===== config.mk =====
export PLATFORM = sky130hd
export DESIGN_NAME = mem_program_loader_flat
export DESIGN_NICKNAME = d
export VERILOG_FILES = /design/src/rtl/mem_program_loader_pkg.sv /design/src/rtl/mem_program_loader_if.sv /design/src/rtl/mem_program_loader.sv /design/src/flat_wrapper.sv
export SDC_FILE = /design/constraint.sdc
export NUM_CORES = 1
export LEC_CHECK = 0
export BUFFER_PORTS_ARGS = -buffer_cell sky130_fd_sc_hd__buf_2
export CORE_ASPECT_RATIO = 1.5
export CORE_MARGIN = 1
export CORE_UTILIZATION = 55
export DETAILED_ROUTE_END_ITERATION = 7
export GPL_TIMING_DRIVEN = 0
export PLACE_DENSITY = 0.76
export SYNTH_ARGS = -nofsm -noshare
export SYNTH_HDL_FRONTEND = slang
export SYNTH_SLANG_ARGS = --single-unit

===== constraint.sdc =====
create_clock -name clk -period 2.6 [get_ports clk]
set_input_delay 0.13 -clock clk [delete_from_list [all_inputs] [get_ports clk]]
set_output_delay 0.13 -clock clk [all_outputs]
set_load 0.1 [all_outputs]

===== src/rtl/mem_program_loader_pkg.sv =====
// Shared types and defaults for the boot-time program loader.
package mem_program_loader_pkg;

    localparam int MAX_WORDS_DEF = 1024;
    localparam int ADDR_W_DEF    = 16;

    typedef enum logic [2:0] {
        LD_LEN_HI,
        LD_LEN_LO,
        LD_DATA_HI,
        LD_DATA_LO,
        LD_CSUM,
        LD_DONE,
        LD_ERROR
    } loader_state_e;

    function automatic logic takes_bytes(loader_state_e s);
        return !(s == LD_DONE || s == LD_ERROR);
    endfunction

endpackage


===== src/rtl/mem_program_loader_if.sv =====
// Byte-stream input, program-memory write port and core-reset status bundle.
interface mem_program_loader_if #(
    parameter int ADDR_W = 16
);
    logic              start;
    logic              in_valid;
    logic [7:0]        in_data;
    logic              in_ready;
    logic              prog_we;
    logic [ADDR_W-1:0] prog_addr;
    logic [15:0]       prog_wdata;
    logic              cpu_rst;
    logic              done;
    logic              error;

    modport slave (
        input  start, in_valid, in_data,
        output in_ready, prog_we, prog_addr, prog_wdata,
        output cpu_rst, done, error
    );

    modport master (
        output start, in_valid, in_data,
        input  in_ready, prog_we, prog_addr, prog_wdata,
        input  cpu_rst, done, error
    );
endinterface


===== src/rtl/mem_program_loader.sv =====
// Loads a length-prefixed, XOR-checksummed image of 16-bit words into
// program memory and holds the core in reset until the image is good.
module mem_program_loader
    import mem_program_loader_pkg::*;
#(
    parameter int MAX_WORDS = MAX_WORDS_DEF,
    parameter int ADDR_W    = ADDR_W_DEF
) (
    input  logic                  clk,
    input  logic                  rst,
    mem_program_loader_if.slave   bus
);

    localparam int IDX_W = $clog2(MAX_WORDS);

    loader_state_e     state_q, state_d;
    logic [7:0]        len_hi_q, len_hi_d;
    logic [7:0]        hi_q, hi_d;
    logic [IDX_W-1:0]  idx_q, idx_d;
    logic [15:0]       rem_q, rem_d;
    logic [7:0]        csum_q, csum_d;
    logic              we_q, we_d;
    logic [ADDR_W-1:0] addr_q, addr_d;
    logic [15:0]       wdata_q, wdata_d;
    logic              done_q, done_d;
    logic              error_q, error_d;
    logic              cpu_rst_q, cpu_rst_d;

    logic        in_ready;
    logic        xfer;
    logic [15:0] len;

    assign in_ready = takes_bytes(state_q);
    assign xfer     = bus.in_valid & in_ready;
    assign len      = {len_hi_q, bus.in_data};

    always_comb begin
        state_d  = state_q;
        len_hi_d = len_hi_q;
        hi_d     = hi_q;
        idx_d    = idx_q;
        rem_d    = rem_q;
        csum_d   = csum_q;
        we_d     = 1'b0;
        addr_d   = addr_q;
        wdata_d  = wdata_q;
        unique case (state_q)
            LD_LEN_HI: if (xfer) begin
                len_hi_d = bus.in_data;
                csum_d   = csum_q ^ bus.in_data;
                state_d  = LD_LEN_LO;
            end
            LD_LEN_LO: if (xfer) begin
                csum_d = csum_q ^ bus.in_data;
                rem_d  = len;
                if (len == 16'd0)
                    state_d = LD_CSUM;
                else if (int'(len) > MAX_WORDS)
                    state_d = LD_ERROR;
                else
                    state_d = LD_DATA_HI;
            end
            LD_DATA_HI: if (xfer) begin
                hi_d    = bus.in_data;
                csum_d  = csum_q ^ bus.in_data;
                state_d = LD_DATA_LO;
            end
            LD_DATA_LO: if (xfer) begin
                we_d    = 1'b1;
                wdata_d = {hi_q, bus.in_data};
                addr_d  = ADDR_W'({idx_q, 1'b0});
                csum_d  = csum_q ^ bus.in_data;
                rem_d   = rem_q - 16'd1;
                // Index stays on the last word so it never passes MAX_WORDS-1.
                if (rem_q == 16'd1) begin
                    state_d = LD_CSUM;
                end else begin
                    idx_d   = idx_q + IDX_W'(1);
                    state_d = LD_DATA_HI;
                end
            end
            LD_CSUM: if (xfer) begin
                state_d = (bus.in_data == csum_q) ? LD_DONE : LD_ERROR;
            end
            LD_DONE, LD_ERROR: if (bus.start) begin
                state_d  = LD_LEN_HI;
                len_hi_d = '0;
                idx_d    = '0;
                rem_d    = '0;
                csum_d   = '0;
            end
            default: state_d = LD_LEN_HI;
        endcase
        done_d    = (state_d == LD_DONE);
        error_d   = (state_d == LD_ERROR);
        cpu_rst_d = (state_d != LD_DONE);
    end

    always_ff @(posedge clk or posedge rst) begin
        if (rst) begin
            state_q   <= LD_LEN_HI;
            len_hi_q  <= '0;
            hi_q      <= '0;
            idx_q     <= '0;
            rem_q     <= '0;
            csum_q    <= '0;
            we_q      <= 1'b0;
            addr_q    <= '0;
            wdata_q   <= '0;
            done_q    <= 1'b0;
            error_q   <= 1'b0;
            cpu_rst_q <= 1'b1;
        end else begin
            state_q   <= state_d;
            len_hi_q  <= len_hi_d;
            hi_q      <= hi_d;
            idx_q     <= idx_d;
            rem_q     <= rem_d;
            csum_q    <= csum_d;
            we_q      <= we_d;
            addr_q    <= addr_d;
            wdata_q   <= wdata_d;
            done_q    <= done_d;
            error_q   <= error_d;
            cpu_rst_q <= cpu_rst_d;
        end
    end

    assign bus.in_ready   = in_ready;
    assign bus.prog_we    = we_q;
    assign bus.prog_addr  = addr_q;
    assign bus.prog_wdata = wdata_q;
    assign bus.done       = done_q;
    assign bus.error      = error_q;
    assign bus.cpu_rst    = cpu_rst_q;

endmodule

===== src/flat_wrapper.sv =====
// flat-port wrapper written by rule: the top's interface ports become plain ports
module mem_program_loader_flat import mem_program_loader_pkg::*;
#(
    parameter int MAX_WORDS = MAX_WORDS_DEF,
    parameter int ADDR_W    = ADDR_W_DEF
)
  (clk, rst, bus_start, bus_in_valid, bus_in_data, bus_in_ready, bus_prog_we, bus_prog_addr, bus_prog_wdata, bus_cpu_rst, bus_done, bus_error);
  mem_program_loader_if #(.ADDR_W(ADDR_W)) bus_i ();
  input  logic clk;
  input  logic rst;
  input wire logic [$bits(bus_i.start)-1:0] bus_start;
  input wire logic [$bits(bus_i.in_valid)-1:0] bus_in_valid;
  input wire logic [$bits(bus_i.in_data)-1:0] bus_in_data;
  output wire logic [$bits(bus_i.in_ready)-1:0] bus_in_ready;
  output wire logic [$bits(bus_i.prog_we)-1:0] bus_prog_we;
  output wire logic [$bits(bus_i.prog_addr)-1:0] bus_prog_addr;
  output wire logic [$bits(bus_i.prog_wdata)-1:0] bus_prog_wdata;
  output wire logic [$bits(bus_i.cpu_rst)-1:0] bus_cpu_rst;
  output wire logic [$bits(bus_i.done)-1:0] bus_done;
  output wire logic [$bits(bus_i.error)-1:0] bus_error;
  assign bus_i.start = bus_start;
  assign bus_i.in_valid = bus_in_valid;
  assign bus_i.in_data = bus_in_data;
  assign bus_in_ready = bus_i.in_ready;
  assign bus_prog_we = bus_i.prog_we;
  assign bus_prog_addr = bus_i.prog_addr;
  assign bus_prog_wdata = bus_i.prog_wdata;
  assign bus_cpu_rst = bus_i.cpu_rst;
  assign bus_done = bus_i.done;
  assign bus_error = bus_i.error;
  mem_program_loader #(.MAX_WORDS(MAX_WORDS), .ADDR_W(ADDR_W)) u_core (.clk(clk), .rst(rst), .bus(bus_i));
endmodule

# [After elaboration in Yosys (flattened, before gate mapping)]
# Index checks and enable logic that the tools add are counted.
[op_classes] order_cmp=1 reduce_logical=16 n_addsub=2 bitwise=2 muxes=26 eq_ne=17
[op_table] cell="$mux W16" n=3
[op_table] cell="$pmux W16 S3" n=1
[op_table] cell="$pmux W8 S2" n=2
[op_table] cell="$mux W10" n=3
[op_table] cell="$mux W3" n=9
[op_table] cell="$mux W8" n=3
[op_table] cell="$pmux W10 S2" n=1
[op_table] cell="$pmux W3 S6" n=1
[op_table] cell="$eq A16 B1 Y1 const B" n=1
[op_table] cell="$gt A16 B11 Y1 const B" n=1
[op_table] cell="$logic_not A16 Y1" n=1
[op_table] cell="$sub A16 B1 Y16 const B" n=1
[op_table] cell="$eq A3 B3 Y1 const B" n=5
[op_table] cell="$add A10 B1 Y10 const B" n=1
[op_table] cell="$eq A8 B8 Y1" n=1
[op_table] cell="$ne A2 B1 Y1 const B" n=4
[op_table] cell="$reduce_and A4 Y1" n=2
[op_table] cell="$xor A8 B8 Y8" n=1
[op_table] cell="$eq A3 B2 Y1 const B" n=2
[op_table] cell="$reduce_and A3 Y1" n=2
[op_table] cell="$reduce_bool A2 Y1" n=3
[op_table] cell="$ne A2 B2 Y1 const B" n=2
[op_table] cell="$reduce_and A2 Y1" n=2
[op_table] cell="$reduce_or A4 Y1" n=1
[op_table] cell="other kinds (10)" n=11
[word_totals] regBits=83 word_cells=76

# [Depth between registers and ports, before layout]
[logic_depth] ltp_word=7 depth_mapped=9 ltp_nobuf=7

# [Least setup slack after synthesis]
# Ideal clock, no wire load.
[synth_timing] path_type="reg-to-reg" from="reg u_core.state_q[1]" to="reg u_core.error_q (netlist: u_core.bus.error)" path_slack_ns=0.548 arrival_ns=1.917 t_required_ns=2.465 path_stages_with_launch=10 period_less_slack_ns=2.052 cell_sequence="dfrtp_1 buf_4 xor2_2 and2_1 buf_2 inv_1 buf_2 nand2_1 o21ai_0 a31oi_1"
[synth_via] elab_chain_cells=7 elab_cells_between_ends=19 classes_between="eq/ne: 7; mux: 7; bitwise: 1; reduce/logical: 4"
[synth_lines] element="start, declared" line_no="mem_program_loader.sv:16" rtl="loader_state_e state_q, state_d;"
[synth_lines] element="start signal, assigned" line_no="mem_program_loader.sv:114" rtl="state_q <= state_d;"
[synth_lines] element="$eq A3 B3 Y1" line_no="mem_program_loader_pkg.sv:18" rtl="return !(s == LD_DONE || s == LD_ERROR);"
[synth_lines] element="$logic_or A1 B1 Y1 *" line_no="mem_program_loader_pkg.sv:18"
[synth_lines] element="$logic_not A1 Y1 *" line_no="mem_program_loader_pkg.sv:18"
[synth_lines] element="named net bus_in_ready" line_no="flat_wrapper.sv:14" rtl="output wire logic [$bits(bus_i.in_ready)-1:0] bus_in_ready;"
[synth_lines] element="$and A1 B1 Y1 *" line_no="mem_program_loader.sv:34" rtl="assign xfer = bus.in_valid & in_ready;"
[synth_lines] element="$mux W3, on equally long branches"
[synth_lines] element="$pmux W3 S6 *" line_no="mem_program_loader.sv:47" rtl="unique case (state_q)"
[synth_lines] element="$eq A3 B3 Y1 *" line_no="mem_program_loader.sv:95" rtl="error_d = (state_d == LD_ERROR);"
[synth_lines] element="named net u_core.error_d" line_no="mem_program_loader.sv:26" rtl="logic error_q, error_d;"
[synth_lines] element="end signal, assigned" line_no="mem_program_loader.sv:124" rtl="error_q <= error_d;"
[synth_lines] element="end, declared" line_no="mem_program_loader.sv:26"
# Mark *: on every way through the listed nets, which the timed path passes. The rest lies on a longest branch.
# A chain may end at the register's enable or synchronous reset.

# [Worst setup path in the final report]
[layout_timing] from="reg u_core.state_q[1]" to="out bus_in_ready"
[layout_via] elab_chain_cells=3 elab_cells_between_ends=4 classes_between="eq/ne: 2; reduce/logical: 2"
[layout_lines] element="$eq A3 B3 Y1" line_no="mem_program_loader_pkg.sv:18"
[layout_lines] element="$logic_or A1 B1 Y1 *" line_no="mem_program_loader_pkg.sv:18"
[layout_lines] element="$logic_not A1 Y1 *" line_no="mem_program_loader_pkg.sv:18"
[layout_lines] element="end, declared" line_no="flat_wrapper.sv:14"
# Every way passes the cells marked *; elsewhere a longest branch is shown, timed or not.

==> impl_table.tex <==
\begin{tabular}{lr}
\hline
Metric & Value \\
\hline
\multicolumn{2}{l}{\textbf{Routing}} \\
Mean routed wirelength per cell & 15.1 um \\
Antenna Nets Post-Route & 0 \\
Number of vias in the routed layout & 3492 \\
DR iter-0 viols & 255 \\
Via count normalized by instance count & 5.61 \\
Initial DRT Pass Iterations & 5 \\
Final wirelength & 9.43 mm \\
\# DRC & 0 \\
\multicolumn{2}{l}{\textbf{Floorplanning}} \\
Num ports & 49 \\
Die extent in y & 108 um \\
Standard cell core area & 7270 sq um \\
Total Die Area & 7890 sq um \\
Number of cell rows & 38 \\
Die X & 72.8 um \\
Starting density of the core & 0.569 \\
\multicolumn{2}{l}{\textbf{Finish}} \\
Net count of the finished layout & 533 \\
Non-Filler Instances & 623 \\
Area growth, synth to finish & 13.8\% \\
Diode count & 0 \\
Final non-filler cell area & 4710 sq um \\
Final cell utilization of the core & 0.648 \\
Fraction of final layout cells with drive strength greater than 1 & 0.166 \\
\multicolumn{2}{l}{\textbf{Synthesis}} \\
Parity-gate share of the synthesized area counting xor and xnor cells & 0.0251 \\
Share of Yosys cell area claimed by the top area cell type & 0.496 \\
EDFF count, synth & 0 \\
Cell count after synthesis & 467 \\
Adder-Cell Fraction of Synth Area & 0.00907 \\
Syn Std Cell Area & 4140 sq um \\
Largest family of logic cells by synthesized area & simple AND/OR/NAND/NOR gates \\
Sequential-to-total area share from yosys stat & 0.502 \\
Mean instance size in the synthesized netlist & 8.87 sq um \\
Top cell type by total area after synthesis & sky130\_fd\_sc\_hd\_\_dfrtp\_1 \\
Count of yosys warnings during synthesis & 0 \\
Compound-gate portion of the synthesized area & 0.142 \\
Predominant post-synthesis flop cell & sky130\_fd\_sc\_hd\_\_dfrtp\_1 \\
Seq cells post-synth & 83 \\
Mux cell area share after synthesis & 0.0242 \\
Simple-gate area share of the yosys netlist & 0.241 \\
Cell types with the largest area share after synthesis & sky130\_fd\_sc\_hd\_\_dfrtp\_1 (50\%), sky130\_fd\_sc\_hd\_\_nand2\_1 (11\%), sky130\_fd\_sc\_hd\_\_o21ai\_0 (5.1\%) \\
Unique masters post-synth & 55 \\
Async set or reset register ratio after synthesis & 1.00 \\
\multicolumn{2}{l}{\textbf{Clock network}} \\
Clock tree from TritonCTS & yes \\
Setup fix buffers added after clock tree synthesis & 0 \\
Total clock sinks & 83 \\
Number of buffers created by CTS & 9 \\
Clock transition at the register clock pins on the worst setup and hold paths after CTS & 0.09 ns \\
Clock latency at the later pin of the worst-skew pair & 0.36 ns \\
Depth of the CTS H-tree & 3 \\
Number of buffers between clock root and the deepest sink & 2 \\
Clock root buffer & sky130\_fd\_sc\_hd\_\_clkbuf\_8 \\
\multicolumn{2}{l}{\textbf{Global routing}} \\
Met3 global-route usage & 0.0308 \\
Maximum number of pins on one net before global-route repair & 73 \\
Global-route congestion overflow total & 0 \\
Met2 usage & 0.469 \\
Number of global-route vias before repair & 3381 \\
Met1 Use GR & 0.306 \\
Global-route wire length before repair & 15.8 mm \\
Most Used Layer, Global Route & met2 \\
All-Layer GR Usage & 0.263 \\
Antenna violations before repair & 0 \\
\multicolumn{2}{l}{\textbf{Min path}} \\
Class of the most critical hold timing path & in -> reg \\
\multicolumn{2}{l}{\textbf{STA}} \\
Setup repair after global routing missed its margin & false \\
Count of final max-slew check failures & 0 \\
Worst Setup Slack, final & 0.229 ns \\
Setup-failing EPs final & 0 \\
Worst clock skew on the final layout & 0.00848 ns \\
Number of endpoints with negative hold slack in the final report & 0 \\
Slew headroom & 0.555 \\
Highest achievable clock rate & 422 MHz \\
Worst-Margin Slew & 0.664 ns \\
Shortest period the worst path allows & 2.37 ns \\
Fraction of the cycle the final worst path needs & 0.912 \\
\multicolumn{2}{l}{\textbf{Critical path}} \\
Longest individual stage delay on the worst path & 0.48 ns \\
WP data arrival & 2.24 ns \\
Maximum fanout along the worst path & 10 \\
Cell with the most instances on the worst path & sky130\_fd\_sc\_hd\_\_buf\_2 \\
Crit path launch type & flip-flop \\
CP Data Required Time & 2.47 ns \\
Cell chain of the critical path & buf\_4, xor2\_2, and2\_1, buf\_2, inv\_1, buf\_2, buf\_2 \\
Critical path endpoint category & primary output \\
Critical path class & reg -> out \\
Worst path slowest cell & sky130\_fd\_sc\_hd\_\_buf\_2 \\
\multicolumn{2}{l}{\textbf{Placement}} \\
Dpl hpwl & 6.94 mm \\
Area post-placement & 4480 sq um \\
Number of cells after detailed placement & 606 \\
Placer's final routability congestion estimate & 0.966 \\
Pre-CTS worst setup slack & 0.456 ns \\
Count of port buffers added during placement & 33 \\
\multicolumn{2}{l}{\textbf{Power and ir drop}} \\
PnR Total Power & 6.35 mW \\
Leakage power figure & 2.20 nW \\
Power Density & 1350 nW/um\^{}2 \\
Peak supply drop & 0.674 mV \\
\multicolumn{2}{l}{\textbf{Job}} \\
Number of max-cap violations & 0 \\
\multicolumn{2}{l}{\textbf{Status}} \\
Result of the run & finished, final reports clean \\
\hline
\end{tabular}
[power breakdown]
| part | switching, mW | internal (mW) | leakage [nW] | total, mW |
|---|---|---|---|---|
| Clock | 0.482 | 0.547 | 0.110 | 1.03 |
| Combinational | 2.33 | 0.792 | 1.04 | 3.13 |
| Sequential | 0.403 | 1.79 | 1.05 | 2.19 |
| Total | 3.22 | 3.13 | 2.20 | 6.35 |
[flip-flops by register name, indices dropped and copies added, names as in the netlist]
register,count
u_core.bus.prog_wdata,16
u_core.rem_q,16
u_core.bus.prog_addr,10
u_core.idx_q,10
u_core.csum_q,8
u_core.hi_q,8
u_core.len_hi_q,8
u_core.state_q,3
u_core.bus.cpu_rst,1
u_core.bus.done,1
u_core.bus.error,1
u_core.bus.prog_we,1
[worst max-delay path: cells and delay by family (launching register included)]
family | cells | cell delay (ns)
xor+xnor | 1 | 0.18
flops | 1 | 0.37
buf+inv | 5 | 1.19
simple gates | 1 | 0.16
[through the flow]
stage / hold WS [ns] / setup TNS [ns]
CTS: 0.00620 / 0
global placement: 0.381 / -49.49
floorplan: 0.345 / 0
global route: 0.0129 / 0
finish: 0.0207 / 0
detailed placement: 0.0565 / 0
[kinds of logic after synthesis]
group,after synthesis
XOR/XNOR,11
multiplexers,9
AO/OA/AOI/OAI,98
AND/OR/NAND/NOR,214
flip-flops,83
adder cells (fa/ha/maj),3
buffers and inverters,48
other,1
[cell usage after synthesis, types with 3 or more instances]
cell type	count
sky130_fd_sc_hd__o22a_1	3
sky130_fd_sc_hd__dfrtp_1	82
sky130_fd_sc_hd__o21ai_0	42
sky130_fd_sc_hd__nor4_1	5
sky130_fd_sc_hd__nor3_1	4
sky130_fd_sc_hd__nor2_1	32
sky130_fd_sc_hd__xnor2_1	9
sky130_fd_sc_hd__inv_1	11
sky130_fd_sc_hd__a31oi_1	5
sky130_fd_sc_hd__nand2_1	118
sky130_fd_sc_hd__a22oi_1	5
sky130_fd_sc_hd__o2bb2ai_1	4
sky130_fd_sc_hd__a21oi_1	24
sky130_fd_sc_hd__buf_2	9
sky130_fd_sc_hd__nand3_1	18
sky130_fd_sc_hd__and3_1	3
sky130_fd_sc_hd__clkbuf_1	16
sky130_fd_sc_hd__mux2_2	8
sky130_fd_sc_hd__or3_1	5
sky130_fd_sc_hd__nand4_1	6
sky130_fd_sc_hd__or4_1	5
sky130_fd_sc_hd__ha_1	3
sky130_fd_sc_hd__nor3b_1	3
sky130_fd_sc_hd__buf_4	8
sky130_fd_sc_hd__o31ai_1	3
[routing by layer]
metal | up-vias | wire length, um
li1 | 1690 | -
met1 | 1693 | 3890
met2 | 87 | 4960
met3 | 22 | 279
met4 | 0 | 303
met5 | - | 0
[path summary, 6_finish.rpt]
kind                                                  end  slack (ns)               from  cells past startpoint
worst max-delay path                         bus_in_ready        0.23  u_core.state_q[1]                      7
worst min-delay path             u_core.bus.prog_wdata[4]        0.02     bus_in_data[4]                      3
worst max register to register            u_core.idx_q[9]        0.42    u_core.rem_q[1]                      8
worst min register to register  u_core.bus.prog_wdata[12]        0.47     u_core.hi_q[4]                      2
max in group asynchronous              u_core.bus.cpu_rst        1.75                rst                      4
min in group asynchronous        u_core.bus.prog_wdata[8]        0.22                rst                      3
[cells in the final DEF (no fill, tap or decap), drive strengths merged, types with 2 or more instances in the layout]
master / netlist / layout
o31ai: 3 / 3
o21a: 2 / 2
and2: 3 / 3
o22a: 3 / 3
a31oi: 5 / 5
inv: 11 / 13
mux2: 8 / 8
ha: 3 / 3
buf: 20 / 54
or4: 6 / 6
conb: 1 / 6
xor2: 2 / 2
a22oi: 5 / 5
nor2: 32 / 32
nand3: 18 / 18
nor3b: 4 / 4
nand2: 118 / 118
and3: 3 / 3
nor3: 4 / 4
or3: 5 / 5
clkinv: 1 / 3
a21oi: 24 / 24
o22ai: 2 / 2
o2bb2ai: 4 / 4
dfrtp: 82 / 82
bufinv: 0 / 2
nor2b: 2 / 2
xnor2: 9 / 9
clkbuf: 16 / 25
o21ai: 42 / 42
a311oi: 2 / 2
nor4: 7 / 7
nand4: 6 / 6
[cell type report]
type | count | area [sq um]
plain buffers | 36 | 184
clock buffers | 9 | 124
clock inverters | 7 | 98.8
fillers | 608 | 2560
inverters | 12 | 47.5
multi-input cells | 341 | 1850
flip-flops and latches | 83 | 2080
well taps | 100 | 125
repair buffers | 35 | 203
[what timing repair did]
action / CTS / global route
hold endpoints to repair: 72 / 0
resized for setup: 0 / 0
endpoints found under the setup margin: 0 / 0
hold buffers: 1 / 0
Note: power is estimated with default switching activity, not from simulation.
